`config.mk`:
```
export PLATFORM = sky130hd
export DESIGN_NAME = dmem_port_arbiter_flat
export DESIGN_NICKNAME = d
export VERILOG_FILES = /design/src/rtl/dmem_port_arbiter_if.sv /design/src/rtl/dmem_port_arbiter.sv /design/src/flat_wrapper.sv
export SDC_FILE = /design/constraint.sdc
export NUM_CORES = 1
export LEC_CHECK = 0
export CORE_AREA = 2 2 100 102
export DETAILED_ROUTE_END_ITERATION = 10
export DIE_AREA = 0 0 102 104
export PLACE_DENSITY_LB_ADDON = 0.2
export SKIP_CTS_REPAIR_TIMING = 1
export SYNTH_ARGS = -nofsm -noshare
export SYNTH_HDL_FRONTEND = slang
export SYNTH_SLANG_ARGS = --single-unit
```
`constraint.sdc`:
```
create_clock -name clk -period 1.2 [get_ports clk]
set_clock_uncertainty 0.15 [all_clocks]
set_input_delay 0.24 -clock clk [delete_from_list [all_inputs] [get_ports clk]]
set_output_delay 0.24 -clock clk [all_outputs]
set_load 0.02 [all_outputs]
```
`src/rtl/dmem_port_arbiter_if.sv`:
```
// Bundle of core, debug and RAM-side signals around the data-memory arbiter.
// The slave modport is the arbiter. The master modport is the requesters plus the RAM.
interface dmem_port_arbiter_if #(
  parameter int ADDR_W = 8,
  parameter int DATA_W = 32
);
  // Handshakes: the core holds core_* stable while core_stall is high, and an access
  // completes in the first cycle with core_req && !core_stall. A debug request is
  // accepted in a cycle with dbg_req && dbg_gnt. Read data returns with dbg_rvalid
  // exactly one cycle later.
  logic              core_req;
  logic              core_we;
  logic [3:0]        core_wstrb;
  logic [31:0]       core_addr;
  logic [DATA_W-1:0] core_wdata;
  logic [DATA_W-1:0] core_rdata;
  logic              core_stall;

  logic              dbg_req;
  logic              dbg_we;
  logic [ADDR_W-1:0] dbg_addr;
  logic [DATA_W-1:0] dbg_wdata;
  logic              dbg_gnt;
  logic              dbg_rvalid;
  logic [DATA_W-1:0] dbg_rdata;

  logic              mem_en;
  logic [3:0]        mem_we;
  logic [ADDR_W-1:0] mem_addr;
  logic [DATA_W-1:0] mem_wdata;
  logic [DATA_W-1:0] mem_rdata;

  modport slave (
    input  core_req, core_we, core_wstrb, core_addr, core_wdata,
    output core_rdata, core_stall,
    input  dbg_req, dbg_we, dbg_addr, dbg_wdata,
    output dbg_gnt, dbg_rvalid, dbg_rdata,
    output mem_en, mem_we, mem_addr, mem_wdata,
    input  mem_rdata
  );

  modport master (
    output core_req, core_we, core_wstrb, core_addr, core_wdata,
    input  core_rdata, core_stall,
    output dbg_req, dbg_we, dbg_addr, dbg_wdata,
    input  dbg_gnt, dbg_rvalid, dbg_rdata,
    input  mem_en, mem_we, mem_addr, mem_wdata,
    output mem_rdata
  );
endinterface

```
`src/rtl/dmem_port_arbiter.sv`:
```
// Arbitrates the single-port data RAM between the MEM stage and a debug/loader port.
// The debug port is compiled in only when DMEM_PORT_ARBITER_DBG_EN is defined.
module dmem_port_arbiter #(
  parameter int ADDR_W     = 8,
  parameter int DATA_W     = 32,
  parameter int STARVE_MAX = 4
) (
  input  logic                 clk,
  input  logic                 rst,
  dmem_port_arbiter_if.slave   bus,
  output logic [1:0]           fsm_state
);

`ifdef DMEM_PORT_ARBITER_DBG_EN
  typedef enum logic [1:0] {IDLE = 2'd0, CORE_RD = 2'd1, DBG_RD = 2'd2} state_t;
`else
  typedef enum logic [1:0] {IDLE = 2'd0, CORE_RD = 2'd1} state_t;
`endif

  state_t            state;
  logic [ADDR_W-1:0] core_word;
  logic              dbg_win;

  assign core_word = bus.core_addr[ADDR_W+1:2];
  assign fsm_state = rst ? 2'd0 : state;

`ifdef DMEM_PORT_ARBITER_DBG_EN
  logic [3:0] starve_cnt;
  // ">=" rather than "==" so a count that overshoots while a read finishes still forces a grant.
  assign dbg_win = bus.dbg_req && ((starve_cnt >= 4'(STARVE_MAX)) || !bus.core_req);
`else
  logic unused_dbg;
  assign dbg_win    = 1'b0;
  assign unused_dbg = ^{bus.dbg_req, bus.dbg_we, bus.dbg_addr, bus.dbg_wdata};
`endif

  logic unused_addr;
  assign unused_addr = ^{bus.core_addr[31:ADDR_W+2], bus.core_addr[1:0]};

  always_comb begin
    bus.core_rdata = '0;
    bus.core_stall = 1'b0;
    bus.dbg_gnt    = 1'b0;
    bus.dbg_rvalid = 1'b0;
    bus.dbg_rdata  = '0;
    bus.mem_en     = 1'b0;
    bus.mem_we     = 4'h0;
    bus.mem_addr   = '0;
    bus.mem_wdata  = '0;
    if (!rst) begin
      case (state)
        IDLE: begin
          if (dbg_win) begin
            bus.dbg_gnt    = 1'b1;
            bus.core_stall = bus.core_req;
            bus.mem_en     = 1'b1;
            bus.mem_we     = bus.dbg_we ? 4'hF : 4'h0;
            bus.mem_addr   = bus.dbg_addr;
            bus.mem_wdata  = bus.dbg_wdata;
          end else if (bus.core_req) begin
            bus.mem_en     = 1'b1;
            bus.mem_we     = bus.core_we ? bus.core_wstrb : 4'h0;
            bus.mem_addr   = core_word;
            bus.mem_wdata  = bus.core_wdata;
            bus.core_stall = !bus.core_we;
          end
        end
        CORE_RD: begin
          bus.core_rdata = bus.mem_rdata;
        end
`ifdef DMEM_PORT_ARBITER_DBG_EN
        DBG_RD: begin
          bus.dbg_rvalid = 1'b1;
          bus.dbg_rdata  = bus.mem_rdata;
          bus.core_stall = bus.core_req;
        end
`endif
        default: ;
      endcase
    end
  end

  always_ff @(posedge clk) begin
    if (rst) begin
      state <= IDLE;
`ifdef DMEM_PORT_ARBITER_DBG_EN
      starve_cnt <= 4'd0;
`endif
    end else begin
      case (state)
        IDLE: begin
          if (!dbg_win && bus.core_req && !bus.core_we) state <= CORE_RD;
`ifdef DMEM_PORT_ARBITER_DBG_EN
          if (dbg_win && !bus.dbg_we) state <= DBG_RD;
`endif
        end
        default: state <= IDLE;
      endcase
`ifdef DMEM_PORT_ARBITER_DBG_EN
      if (bus.dbg_req && !bus.dbg_gnt)
        starve_cnt <= (starve_cnt == 4'hF) ? starve_cnt : starve_cnt + 4'd1;
      else
        starve_cnt <= 4'd0;
`endif
    end
  end

endmodule

```
`src/flat_wrapper.sv`:
```
// flat-port wrapper written by rule: the top's interface ports become plain ports
module dmem_port_arbiter_flat 
#(
  parameter int ADDR_W     = 8,
  parameter int DATA_W     = 32,
  parameter int STARVE_MAX = 4
)
  (clk, rst, fsm_state, bus_core_req, bus_core_we, bus_core_wstrb, bus_core_addr, bus_core_wdata, bus_core_rdata, bus_core_stall, bus_dbg_req, bus_dbg_we, bus_dbg_addr, bus_dbg_wdata, bus_dbg_gnt, bus_dbg_rvalid, bus_dbg_rdata, bus_mem_en, bus_mem_we, bus_mem_addr, bus_mem_wdata, bus_mem_rdata);
  dmem_port_arbiter_if #(.ADDR_W(ADDR_W), .DATA_W(DATA_W)) bus_i ();
  input  logic clk;
  input  logic rst;
  output logic [1:0] fsm_state;
  input wire logic [$bits(bus_i.core_req)-1:0] bus_core_req;
  input wire logic [$bits(bus_i.core_we)-1:0] bus_core_we;
  input wire logic [$bits(bus_i.core_wstrb)-1:0] bus_core_wstrb;
  input wire logic [$bits(bus_i.core_addr)-1:0] bus_core_addr;
  input wire logic [$bits(bus_i.core_wdata)-1:0] bus_core_wdata;
  output wire logic [$bits(bus_i.core_rdata)-1:0] bus_core_rdata;
  output wire logic [$bits(bus_i.core_stall)-1:0] bus_core_stall;
  input wire logic [$bits(bus_i.dbg_req)-1:0] bus_dbg_req;
  input wire logic [$bits(bus_i.dbg_we)-1:0] bus_dbg_we;
  input wire logic [$bits(bus_i.dbg_addr)-1:0] bus_dbg_addr;
  input wire logic [$bits(bus_i.dbg_wdata)-1:0] bus_dbg_wdata;
  output wire logic [$bits(bus_i.dbg_gnt)-1:0] bus_dbg_gnt;
  output wire logic [$bits(bus_i.dbg_rvalid)-1:0] bus_dbg_rvalid;
  output wire logic [$bits(bus_i.dbg_rdata)-1:0] bus_dbg_rdata;
  output wire logic [$bits(bus_i.mem_en)-1:0] bus_mem_en;
  output wire logic [$bits(bus_i.mem_we)-1:0] bus_mem_we;
  output wire logic [$bits(bus_i.mem_addr)-1:0] bus_mem_addr;
  output wire logic [$bits(bus_i.mem_wdata)-1:0] bus_mem_wdata;
  input wire logic [$bits(bus_i.mem_rdata)-1:0] bus_mem_rdata;
  assign bus_i.core_req = bus_core_req;
  assign bus_i.core_we = bus_core_we;
  assign bus_i.core_wstrb = bus_core_wstrb;
  assign bus_i.core_addr = bus_core_addr;
  assign bus_i.core_wdata = bus_core_wdata;
  assign bus_core_rdata = bus_i.core_rdata;
  assign bus_core_stall = bus_i.core_stall;
  assign bus_i.dbg_req = bus_dbg_req;
  assign bus_i.dbg_we = bus_dbg_we;
  assign bus_i.dbg_addr = bus_dbg_addr;
  assign bus_i.dbg_wdata = bus_dbg_wdata;
  assign bus_dbg_gnt = bus_i.dbg_gnt;
  assign bus_dbg_rvalid = bus_i.dbg_rvalid;
  assign bus_dbg_rdata = bus_i.dbg_rdata;
  assign bus_mem_en = bus_i.mem_en;
  assign bus_mem_we = bus_i.mem_we;
  assign bus_mem_addr = bus_i.mem_addr;
  assign bus_mem_wdata = bus_i.mem_wdata;
  assign bus_i.mem_rdata = bus_mem_rdata;
  dmem_port_arbiter #(.ADDR_W(ADDR_W), .DATA_W(DATA_W), .STARVE_MAX(STARVE_MAX)) u_core (.clk(clk), .rst(rst), .bus(bus_i), .fsm_state(fsm_state));
endmodule
```
---- Word level (Yosys, flattened, before mapping) ----
Cells that the tools add are included.
storage, ports and cells
  bits in registers ....................... 1
  latch bits .............................. 0
  RAM bits ................................ 0
  ROM bits ................................ 0
  input port bits ......................... 146
  output and inout port bits .............. 114
  logic and storage cells ................. 25
  memories ................................ 0
operators by class
  add/subtract/negate cells ............... 0
  $mul .................................... 0
  div/mod/pow operators ................... 0
  magnitude comparators ................... 0
  equal/unequal tests ..................... 0
  shift operators ......................... 0
  mux-type cells .......................... 19
  bitwise gates (word level) .............. 1
  reductions and logical operators ........ 4
operator list
  kind               count
  $mux 32            5
  $mux 8             3
  $mux 4             4
  $mux 1             7
  $logic_not 2->1    1
  $reduce_or 2->1    1
  $logic_and 1x1->1  1
  $logic_not 1->1    1
  $not 1->1          1

---- Longest topological paths before layout ----
Gate-level depths: netlist of run 1.
  word-level depth ........................ 4
  mapped depth ............................ 4
  gate-level depth less buffers ........... 2

---- Least setup slack after synthesis of run 1 ----
OpenSTA, ideal clock, no wires.
  path type ............................... register to output
  from .................................... reg u_core.state[0]
  to ...................................... out bus_core_stall
  arrival ................................. 0.990 ns
  required time ........................... 0.810 ns
  path slack .............................. -0.180 ns
  cell stages (with the launch flop) ...... 4
  path buffers ............................ 1
  cell sequence ........................... dfxtp_1 -> nor3b_2 -> buf_4 -> nor2b_1
on the way
  word-level cells in the longest chain between the ends .. 3
ends and longest elaborated chain
  element                   line                     RTL
  start: declaration        dmem_port_arbiter.sv:20  state_t state;
  start signal: assignment  dmem_port_arbiter.sv:85  state <= IDLE;
  start signal: assignment  dmem_port_arbiter.sv:92  if (!dbg_win && bus.core_req && !bus.core_we) state <= CORE_RD;
  start signal: assignment  dmem_port_arbiter.sv:97  default: state <= IDLE;
  $logic_not 2->1           dmem_port_arbiter.sv:51  case (state)
  $mux 1                    dmem_port_arbiter.sv:51
  $mux 1                    dmem_port_arbiter.sv:50  if (!rst) begin
  end: declaration          flat_wrapper.sv:19       output wire logic [$bits(bus_i.core_stall)-1:0] bus_core_stall;
Every way passes these cells.

---- Worst setup path in the final report of run 1 ----
  from .................................... reg u_core.state[0]
  to ...................................... out bus_mem_wdata[27]
on the way
  word-level cells in the longest chain between the ends .. 3
ends and longest elaborated chain
  element           line                     RTL
  $logic_not 2->1   dmem_port_arbiter.sv:51
  $mux 32           dmem_port_arbiter.sv:51
  $mux 32           dmem_port_arbiter.sv:50
  end: declaration  flat_wrapper.sv:30       output wire logic [$bits(bus_i.mem_wdata)-1:0] bus_mem_wdata;
Every way passes these cells.

==> results by group, run 1 <==
Power and ir drop
  – Peak supply drop: around 130 uV
  – Pwr/cell area: 323 nW/um^2
  – Lkg Pwr: 1.30 nW
  – Clock Power Share: 0%
  – Switching Share: between 40% and 50%
  – Sw power: 0.343 mW
  – Comb pwr share: 95.6%
  – Sequential share of power: 4.4%
  – Pint: 0.504 mW
  – Pwr Total: 0.847 mW

Detailed routing
  – DR vias/cell: approximately 3.2
  – Vias: 1,325
  – # DRC: 0
  – Initial drt markers: 14
  – Antenna Nets Post-Route: 0
  – TritonRoute pass-1 iters: 2
  – Drt wl/cell: 10.6 um
  – Routed WL: about 4500 um

Global routing
  – Initial antenna violation count: 0
  – All-Layer GR Usage: under 10%
  – Largest net degree at the start of global routing: 34
  – First-pass GRT wire length: 5330 um
  – Remaining global-route overflow: 0
  – Vias in the first global route: between 1k and 1.5k

Timing
  – Setup TNS: -22.48 ns
  – Endpoints failing setup: 80
  – Slew Viols, Final: 0
  – Fin Hold WS: 0.508 ns
  – FMAX: 0.636 GHz
  – Fin crit share: 131%
  – RSZ-0062 raised after global routing: yes
  – Final Hold Fails: 0
  – Shortest period the worst path allows: 1.57 ns
  – Final WS setup: -0.373 ns

Cells and area
  – Top Registers: u_core.state (1)
  – Post-layout util: 27.4%
  – Synthesis-to-layout area growth: 207%
  – # diodes: 0
  – Reg area: 21.3 um^2
  – Largest register by flop count: u_core.state
  – Fill count: 1,061
  – Fin nets: 435
  – Commonest non-fill, non-tap cells in the layout: clkdlybuf4s50_1, buf_6, and2_4, conb_1
  – Post-route cell area: 2620 um^2
  – Flip-flop count of the largest register after layout: 1
  – Area of the multi-input gates: 796 um^2
  – Share of cells above drive strength 1: 59.2%
  – Non-filler cells, final: 420
  – Commonest non-fill, non-tap cell in the layout: clkdlybuf4s50_1

Yosys
  – Avg Cell Area, Syn: 6.84 um^2
  – Syn Std Cell Area: 855 um^2
  – Yosys cell types: 11
  – Register bit total from synthesis: 1
  – Cells after synthesis: 125
  – Synth Warn #: 0
  – Seq/Total Area, Yosys: 2.34%

Placed design
  – PortBufs: 158
  – DP HPWL: around 3400 um
  – Worst slack, placed: -1.20 ns
  – Placed insts: 412
  – DP Area: 2610 um^2
  – GPL Wtd Cong: 0.625

Worst setup path
  – Worst stage delay on the critical path: 0.32 ns
  – R2r setup slk: -0.06 ns
  – Worst r2r src: u_core.state[0]
  – Worst Path Required: 0.81 ns
  – Crit path cell chain: nor3b_4 > buf_6 > buf_6 > clkbuf_16 > and2_4 > buf_6
  – CP max FO: 8
  – Crit start category: register
  – Critical path class: register to output port
  – Slowest stage cell, crit path: dfxtp_2
  – R2R Path End: u_core.state[0]
  – Most frequent CP cell: buf_6
  – Arrival time worst endpoint: 1.18 ns
  – Critical Path Sink Type: output port
  – Worst r2r path cells: 5

Clock network
  – Worst skew pair latency: 0 ns
  – Worst-path clk slew: 0 ns

Floorplan
  – Initial core utilization: under 10%
  – # rows: 36
  – Die area: 10,600 um^2
  – CORE AREA: ~9500 um^2
  – I/O Pins: 260
  – DIE HEIGHT: approximately 100 um
  – DIE WIDTH: slightly above 100 um

Min path
  – Hold path depth: 3
  – Worst Hold Class: input port to register
  – HP Start: bus_core_we
  – Endpoint, Worst Hold: u_core.state[0]

Status
  – Failing checks: setup timing
  – Status: finished with violations

Flow run
  – Max Cap Viol: 0
power by group through the flow:
stage	sequential [mW]	combinational [mW]	clock, mW
after global routing	0.0376	0.858	0
after CTS	0.0371	0.765	0
after floorplan	0.0360	0.422	0
after global placement	0.0371	0.762	0
after detailed placement	0.0371	0.761	0
final	0.0374	0.810	0
critical path: cells and delay by family (launching register included):
kind / cells / cell delay (ns)
buf+inv: 4 / 0.51
flops: 1 / 0.32
simple gates: 2 / 0.35
per-layer routing:
layer	vias to the layer above	wire, um	GRT usage [%]
met4	0	0	0
li1	626	-	-
met1	581	1450	6.20
met5	-	0	0
met3	0	704	2.08
met2	118	2300	12.3
area by class of cell:
| type | instances | share of cell area, % |
|---|---|---|
| Sequential cell | 1 | 0.812 |
| Timing Repair Buffer | 171 | 62.5 |
| Tap cell | 133 | 6.35 |
| Multi-Input combinational cell | 115 | 30.4 |
cell families after synthesis:
group,count (synthesis),share of synthesized area (%)
AND/OR/NAND/NOR,80,59.6
buffers and inverters,43,37.6
other,1,0.439
flip-flops,1,2.34
worst max path at each step:
| stage | from | to | slack (ns) |
|---|---|---|---|
| after floorplan | u_core.state[0] | bus_core_rdata[25] | -0.1 |
| after detailed placement | rst | bus_mem_addr[1] | -1.20 |
| after global routing | bus_core_req | bus_mem_wdata[14] | -0.42 |
| after CTS | rst | bus_mem_addr[1] | -1.21 |
| after global placement | rst | bus_mem_addr[1] | -1.17 |
| final | u_core.state[0] | bus_mem_wdata[27] | -0.37 |
cells in the mapped netlist:
| library cell | count | area (um^2) |
|---|---|---|
| and2b_2 | 1 | 8.76 |
| clkbuf_1 | 2 | 7.51 |
| buf_2 | 2 | 10.0 |
| buf_6 | 3 | 33.8 |
| dfxtp_1 | 1 | 20.0 |
| and3_1 | 4 | 25.0 |
| nor3b_2 | 1 | 12.5 |
| buf_4 | 36 | 270 |
| conb_1 | 1 | 3.75 |
| nor2b_1 | 2 | 12.5 |
| and2_1 | 72 | 450 |
No activity file was read; power rests on OpenSTA's default activity.
==> inputs of run 2 (changes only) <==
Settings changed: ABC_AREA set to 1, CORE_AREA 2 2 100 102 to 2 2 102 104, DIE_AREA 0 0 102 104 to 0 0 104 106.
==> run 2 against run 1 <==
Net effect:
- maximum frequency rose by 9.2%
- highest routed layer unchanged
- global-route usage rose by 1.6 points
- area after synthesis rose by 43%
- largest cell class unchanged
- via count rose by 30%
- combinational power rose by 33%
- sequential power barely moved
- wire length rose by 27%
- the flow still finishes with violations (setup timing)
- core utilization rose by 9.6 points
==> results by group, run 2 <==
Power and ir drop
  – Sequential share of power: 3.3% (-1.1 points)
  – Sw power: 0.559 mW (+63%)
  – Comb pwr share: 96.7% (+1.1 points)
  – Clock Power Share: 0% (unchanged)
  – Peak supply drop: 128 uV (-3.4%)
  – Switching Share: 50.0% (+9.5 points)
  – Pwr Total: 1.12 mW (+32%)
  – Lkg Pwr: 1.98 nW (+52%)
  – Pwr/cell area: 302 nW/um^2 (-6.5%)
  – Pint: 0.560 mW (+11%)

Yosys
  – Area leader, netlist: nor2_4
  – Register bit total from synthesis: 1 (unchanged)
  – Syn Std Cell Area: 1230 um^2 (+43%)
  – Avg Cell Area, Syn: 5.87 um^2 (-14%)
  – Yosys cell types: 13 (+2)
  – Post-synth top flop: dfxtp_1
  – Seq/Total Area, Yosys: 1.63% (-0.71 points)
  – Synth area leaders: nor2_4, buf_4, nor2_1
  – Share of the synthesized area in the top cell type: 26.6% (-26 points)
  – Synth Warn #: 0 (unchanged)
  – Cells after synthesis: 209 (+67%)
  – Synth cell count leaders: nor2_1, inv_1, nand2_1
  – Top-count cell post-synth: nor2_1
  – Post-synth EDFFs: 0 (unchanged)
  – Fraction of registers with async set/reset: 0% (unchanged)

Detailed routing
  – Vias: 1,723 (+30%)
  – Initial drt markers: 18 (+4)
  – Drt wl/cell: 11.0 um (+3.5%)
  – Antenna Nets Post-Route: 0 (unchanged)
  – DR vias/cell: 3.34 (+5.8%)
  – # DRC: 0 (unchanged)
  – TritonRoute pass-1 iters: 3 (+1)
  – Routed WL: 5660 um (+27%)

Floorplan
  – CORE AREA: 10000 um^2 (+4.7%)
  – DIE HEIGHT: 106 um (+1.9%)
  – DIE WIDTH: 104 um (+2.0%)
  – I/O Pins: 260 (unchanged)
  – # rows: 37 (+2.8%)
  – Initial core utilization: 12.3% (+3.3 points)
  – Die area: 11,000 um^2 (+3.9%)

Global routing
  – All-Layer GR Usage: 7.71% (+1.6 points)
  – Largest net degree at the start of global routing: 25 (-26%)
  – Remaining global-route overflow: 0 (unchanged)
  – Initial antenna violation count: 0 (unchanged)
  – Vias in the first global route: 1,579 (+44%)
  – First-pass GRT wire length: 7270 um (+37%)

Cells and area
  – Top Registers: u_core.state (1)
  – Post-route cell area: 3700 um^2 (+41%)
  – Commonest non-fill, non-tap cells in the layout: buf_6, nor2_4, dlymetal6s2s_1, conb_1, clkdlybuf4s50_1
  – Largest register by flop count: u_core.state
  – Fin nets: 528 (+21%)
  – Reg area: 23.8 um^2 (+12%)
  – Synthesis-to-layout area growth: 202%
  – Share of cells above drive strength 1: 60.5% (+1.3 points)
  – Commonest non-fill, non-tap cell in the layout: buf_6
  – Area of the multi-input gates: 1190 um^2 (+50%)
  – Fill count: 1,062 (+0.094%)
  – Flip-flop count of the largest register after layout: 1 (unchanged)
  – # diodes: 0 (unchanged)
  – Non-filler cells, final: 516 (+23%)
  – Post-layout util: 37.0% (+9.6 points)

Placed design
  – Placed insts: 498 (+21%)
  – DP Area: 3060 um^2 (+17%)
  – GPL Wtd Cong: 0.727 (+16%)
  – PortBufs: 158 (unchanged)
  – DP HPWL: 4080 um (+19%)

Timing
  – Slew Viols, Final: 0 (unchanged)
  – RSZ-0062 raised after global routing: yes
  – Fin crit share: 120% (-11 points)
  – Final WS setup: -0.239 ns (+0.133 ns)
  – Shortest period the worst path allows: 1.44 ns (-0.133 ns)
  – FMAX: 0.695 GHz (+9.2%)
  – Final Hold Fails: 0 (unchanged)
  – Endpoints failing setup: 78 (-2.5%)
  – Fin Hold WS: 0.474 ns (-0.0345 ns)

Worst setup path
  – Critical path class: register to output port
  – Arrival time worst endpoint: 1.05 ns (-0.13 ns)
  – Worst Path Required: 0.81 ns (about the same)
  – Critical Path Sink Type: output port
  – CP max FO: 5 (-3)
  – Worst r2r src: u_core.state[0]
  – Crit start category: register
  – CP Launch Point: u_core.state[0]

Flow run
  – Max Cap Viol: 0 (unchanged)

Status
  – Failing checks: setup timing
  – Status: finished with violations

Clock network
  – Worst-path clk slew: 0 ns (unchanged)
  – Worst skew pair latency: 0 ns (unchanged)

Min path
  – HP Start: bus_core_we
  – Worst Hold Class: input port to register
-- run 2: cell count changes in the layout (fill, tap and decap cells not counted), sizes merged, moves of 2 or more --
cell / previous run / this run
clkdlybuf4s50: 76 / 31
inv: 0 / 42
buf: 59 / 101
dlymetal6s2s: 2 / 45
and3: 4 / 0
nand3: 0 / 2
nand2: 0 / 36
nor2b: 2 / 0
clkbuf: 34 / 7
nor2: 0 / 79
and2: 72 / 0
-- run 2: worst max-delay path, cell delays in order (launching register included) --
cell and delay, ns:
dfxtp_4 0.35, inv_6 0.08, nand3_4 0.17, clkbuf_16 0.22, nor2_4 0.10, buf_6 0.12
-- run 2: logic make-up after synthesis --
family / after synthesis / share of synthesized area [%]
and+or+nand+nor: 116 / 53.8
other: 1 / 0.306
buffers and inverters: 91 / 44.3
DFF: 1 / 1.63
-- run 2: layer usage --
layer | global-route usage [%] | wire, um | up-vias | share of wire [%]
met2 | 14.5 | 3000 | 103 | 53
li1 | - | - | 853 | -
met1 | 8.70 | 2020 | 767 | 36
met4 | 0 | 0 | 0 | 0
met3 | 3.13 | 634 | 0 | 11
met5 | 0 | 0 | - | 0
-- run 2: power groups by stage --
| stage | clock network (mW) | logic [mW] | registers, mW |
|---|---|---|---|
| floorplan | 0 | 0.573 | 0.0355 |
| global placement | 0 | 0.920 | 0.0374 |
| detailed placement | 0 | 0.921 | 0.0378 |
| CTS | 0 | 0.927 | 0.0378 |
| global route | 0 | 1.15 | 0.0378 |
| finish | 0 | 1.08 | 0.0374 |
-- run 2: path summary, 6_finish.rpt --
kind | end | slack, ns | depth (start not counted)
setup / recovery | bus_mem_wdata[28] | -0.24 | 5
hold / removal | u_core.state[0] | 0.47 | 3
setup reg to reg | u_core.state[0] | 0.07 | 4
hold reg to reg | u_core.state[0] | 0.73 | 4
-- run 2: through the flow --
stage               setup TNS, ns  setup WS [ns]
finish                     -11.75         -0.239
global route               -15.37         -0.305
CTS                        -71.13          -1.05
detailed placement         -70.64          -1.04
global placement           -69.63          -1.03
floorplan                   -7.50         -0.153
-- run 2: layout make-up --
class                      count  share of cell area, %
timing repair buffer         184                   57.8
multi-input combinational    152                   32.2
inverter                      43                   4.83
tap                          136                   4.59
sequential                     1                  0.642
==> inputs of run 3 (changes only) <==
Settings changed: ABC_AREA 1 to 0, CORE_AREA 2 2 102 104 to 2 2 100 102, DIE_AREA 0 0 104 106 to 0 0 102 104, REMOVE_ABC_BUFFERS set to 1, SLEW_MARGIN set to 15.
==> run 3 against run 2 <==
Net effect:
- the run still ends with setup timing left
- power is 29% lower
- global-route usage is 2.0 points lower
- via count is 24% lower
- largest cell class unchanged
==> results by group, run 3 (synthesized netlist as in run 1, its figures left out) <==
Floorplan
  – DIE WIDTH: 102 um (-1.9%)
  – I/O Pins: 260 (unchanged)
  – Die area: 10,600 um^2 (-3.8%)
  – CORE AREA: 9550 um^2 (-4.5%)
  – DIE HEIGHT: 104 um (-1.9%)
  – Initial core utilization: 8.95% (-3.3 points)
  – # rows: 36 (-2.7%)

Cells and area
  – Share of cells above drive strength 1: 37.0% (-24 points)
  – Fill count: 1,064 (+0.19%)
  – Flip-flop count of the largest register after layout: 1 (unchanged)
  – Area of the multi-input gates: 684 um^2 (-43%)
  – Non-filler cells, final: 414 (-20%)
  – Commonest non-fill, non-tap cell in the layout: clkdlybuf4s50_1
  – Largest register by flop count: u_core.state
  – Reg area: 20.0 um^2 (-16%)
  – Post-route cell area: 2570 um^2 (-31%)
  – Post-layout util: 26.9% (-10 points)
  – Synthesis-to-layout area growth: 201%
  – Fin nets: 429 (-19%)
  – Top Registers: u_core.state (1)
  – # diodes: 0 (unchanged)
  – Commonest non-fill, non-tap cells in the layout: clkdlybuf4s50_1, buf_6, and2_1, conb_1, buf_4

Clock network
  – Worst-path clk slew: 0 ns (unchanged)
  – Worst skew pair latency: 0 ns (unchanged)

Detailed routing
  – TritonRoute pass-1 iters: 4 (+1)
  – Drt wl/cell: 10.2 um (-7.4%)
  – Antenna Nets Post-Route: 0 (unchanged)
  – Initial drt markers: 6 (-12)
  – Routed WL: 4210 um (-26%)
  – # DRC: 0 (unchanged)
  – Vias: 1,306 (-24%)
  – DR vias/cell: 3.15 (-5.5%)

Power and ir drop
  – Clock Power Share: 0% (unchanged)
  – Comb pwr share: 95.4% (-1.3 points)
  – Sequential share of power: 4.6% (+1.3 points)
  – Sw power: 0.330 mW (-41%)
  – Pwr/cell area: 310 nW/um^2 (+2.7%)
  – Pint: 0.468 mW (-16%)
  – Pwr Total: 0.798 mW (-29%)
  – Switching Share: 41.4% (-8.6 points)
  – Lkg Pwr: 1.23 nW (-38%)
  – Peak supply drop: 109 uV (-15%)

Timing
  – Final WS setup: -0.376 ns (-0.136 ns)
  – Setup TNS: -19.73 ns (-7.98 ns)
  – RSZ-0062 raised after global routing: yes
  – Shortest period the worst path allows: 1.58 ns (+0.136 ns)
  – Fin crit share: 131% (+11 points)
  – FMAX: 0.635 GHz (-8.6%)
  – Slew Viols, Final: 0 (unchanged)
  – Endpoints failing setup: 80 (+2.6%)
  – Final Hold Fails: 0 (unchanged)
  – Fin Hold WS: 0.440 ns (-0.0341 ns)

Status
  – Status: finished with violations
  – Failing checks: setup timing

Global routing
  – All-Layer GR Usage: 5.73% (-2.0 points)
  – Initial antenna violation count: 0 (unchanged)
  – Vias in the first global route: 1,106 (-30%)
  – First-pass GRT wire length: 5060 um (-30%)
  – Remaining global-route overflow: 0 (unchanged)
  – Largest net degree at the start of global routing: 48 (+92%)

Worst setup path
  – Crit start category: input port
  – Worst Path Required: 0.81 ns (about the same)
  – Arrival time worst endpoint: 1.19 ns (+0.14 ns)
  – Critical path class: input port to output port
  – Critical Path Sink Type: output port
  – CP max FO: 6 (+1)

Placed design
  – PortBufs: 158 (unchanged)
  – DP HPWL: 3300 um (-19%)
  – Placed insts: 409 (-18%)
  – Worst slack, placed: -1.12 ns (-0.0864 ns)
  – DP Area: 2450 um^2 (-20%)
  – GPL Wtd Cong: 0.736 (+1.2%)

Min path
  – Worst Hold Class: input port to register

Flow run
  – Max Cap Viol: 0 (unchanged)
-- run 3: power by group through the flow --
stage,clock (mW),sequential [mW],combinational (mW)
4_1_cts,0,0.0366,0.709
2_1_floorplan,0,0.0360,0.271
6_report,0,0.0365,0.761
3_3_place_gp,0,0.0367,0.708
3_5_place_dp,0,0.0366,0.706
5_1_grt,0,0.0367,0.812
-- run 3: area by class of cell --
class	instances	share of cell area [%]
multi-input cells	115	26.6
flip-flops and latches	1	0.779
well taps	133	6.47
repair buffers	165	66.1
-- run 3: routing by layer --
| metal | GRT usage [%] | wire length, um |
|---|---|---|
| met1 | 6.15 | 1360 |
| met3 | 3.83 | 789 |
| met5 | 0 | 0 |
| met4 | 0 | 0 |
| met2 | 9.92 | 2060 |
-- run 3: worst paths after layout --
kind	slack [ns]	cells past startpoint	startpoint	end
min reg2reg	0.83	5	u_core.state[0]	u_core.state[0]
max reg2reg	-0.09	5	u_core.state[0]	u_core.state[0]
max	-0.38	6	rst	bus_mem_we[0]
min	0.44	2	bus_core_we	u_core.state[0]
-- run 3: worst max-delay path, stage by stage --
cell and delay, ns:
buf_6 0.10, nor3b_4 0.26, buf_6 0.17, clkbuf_16 0.14
and3_4 0.17, buf_6 0.11
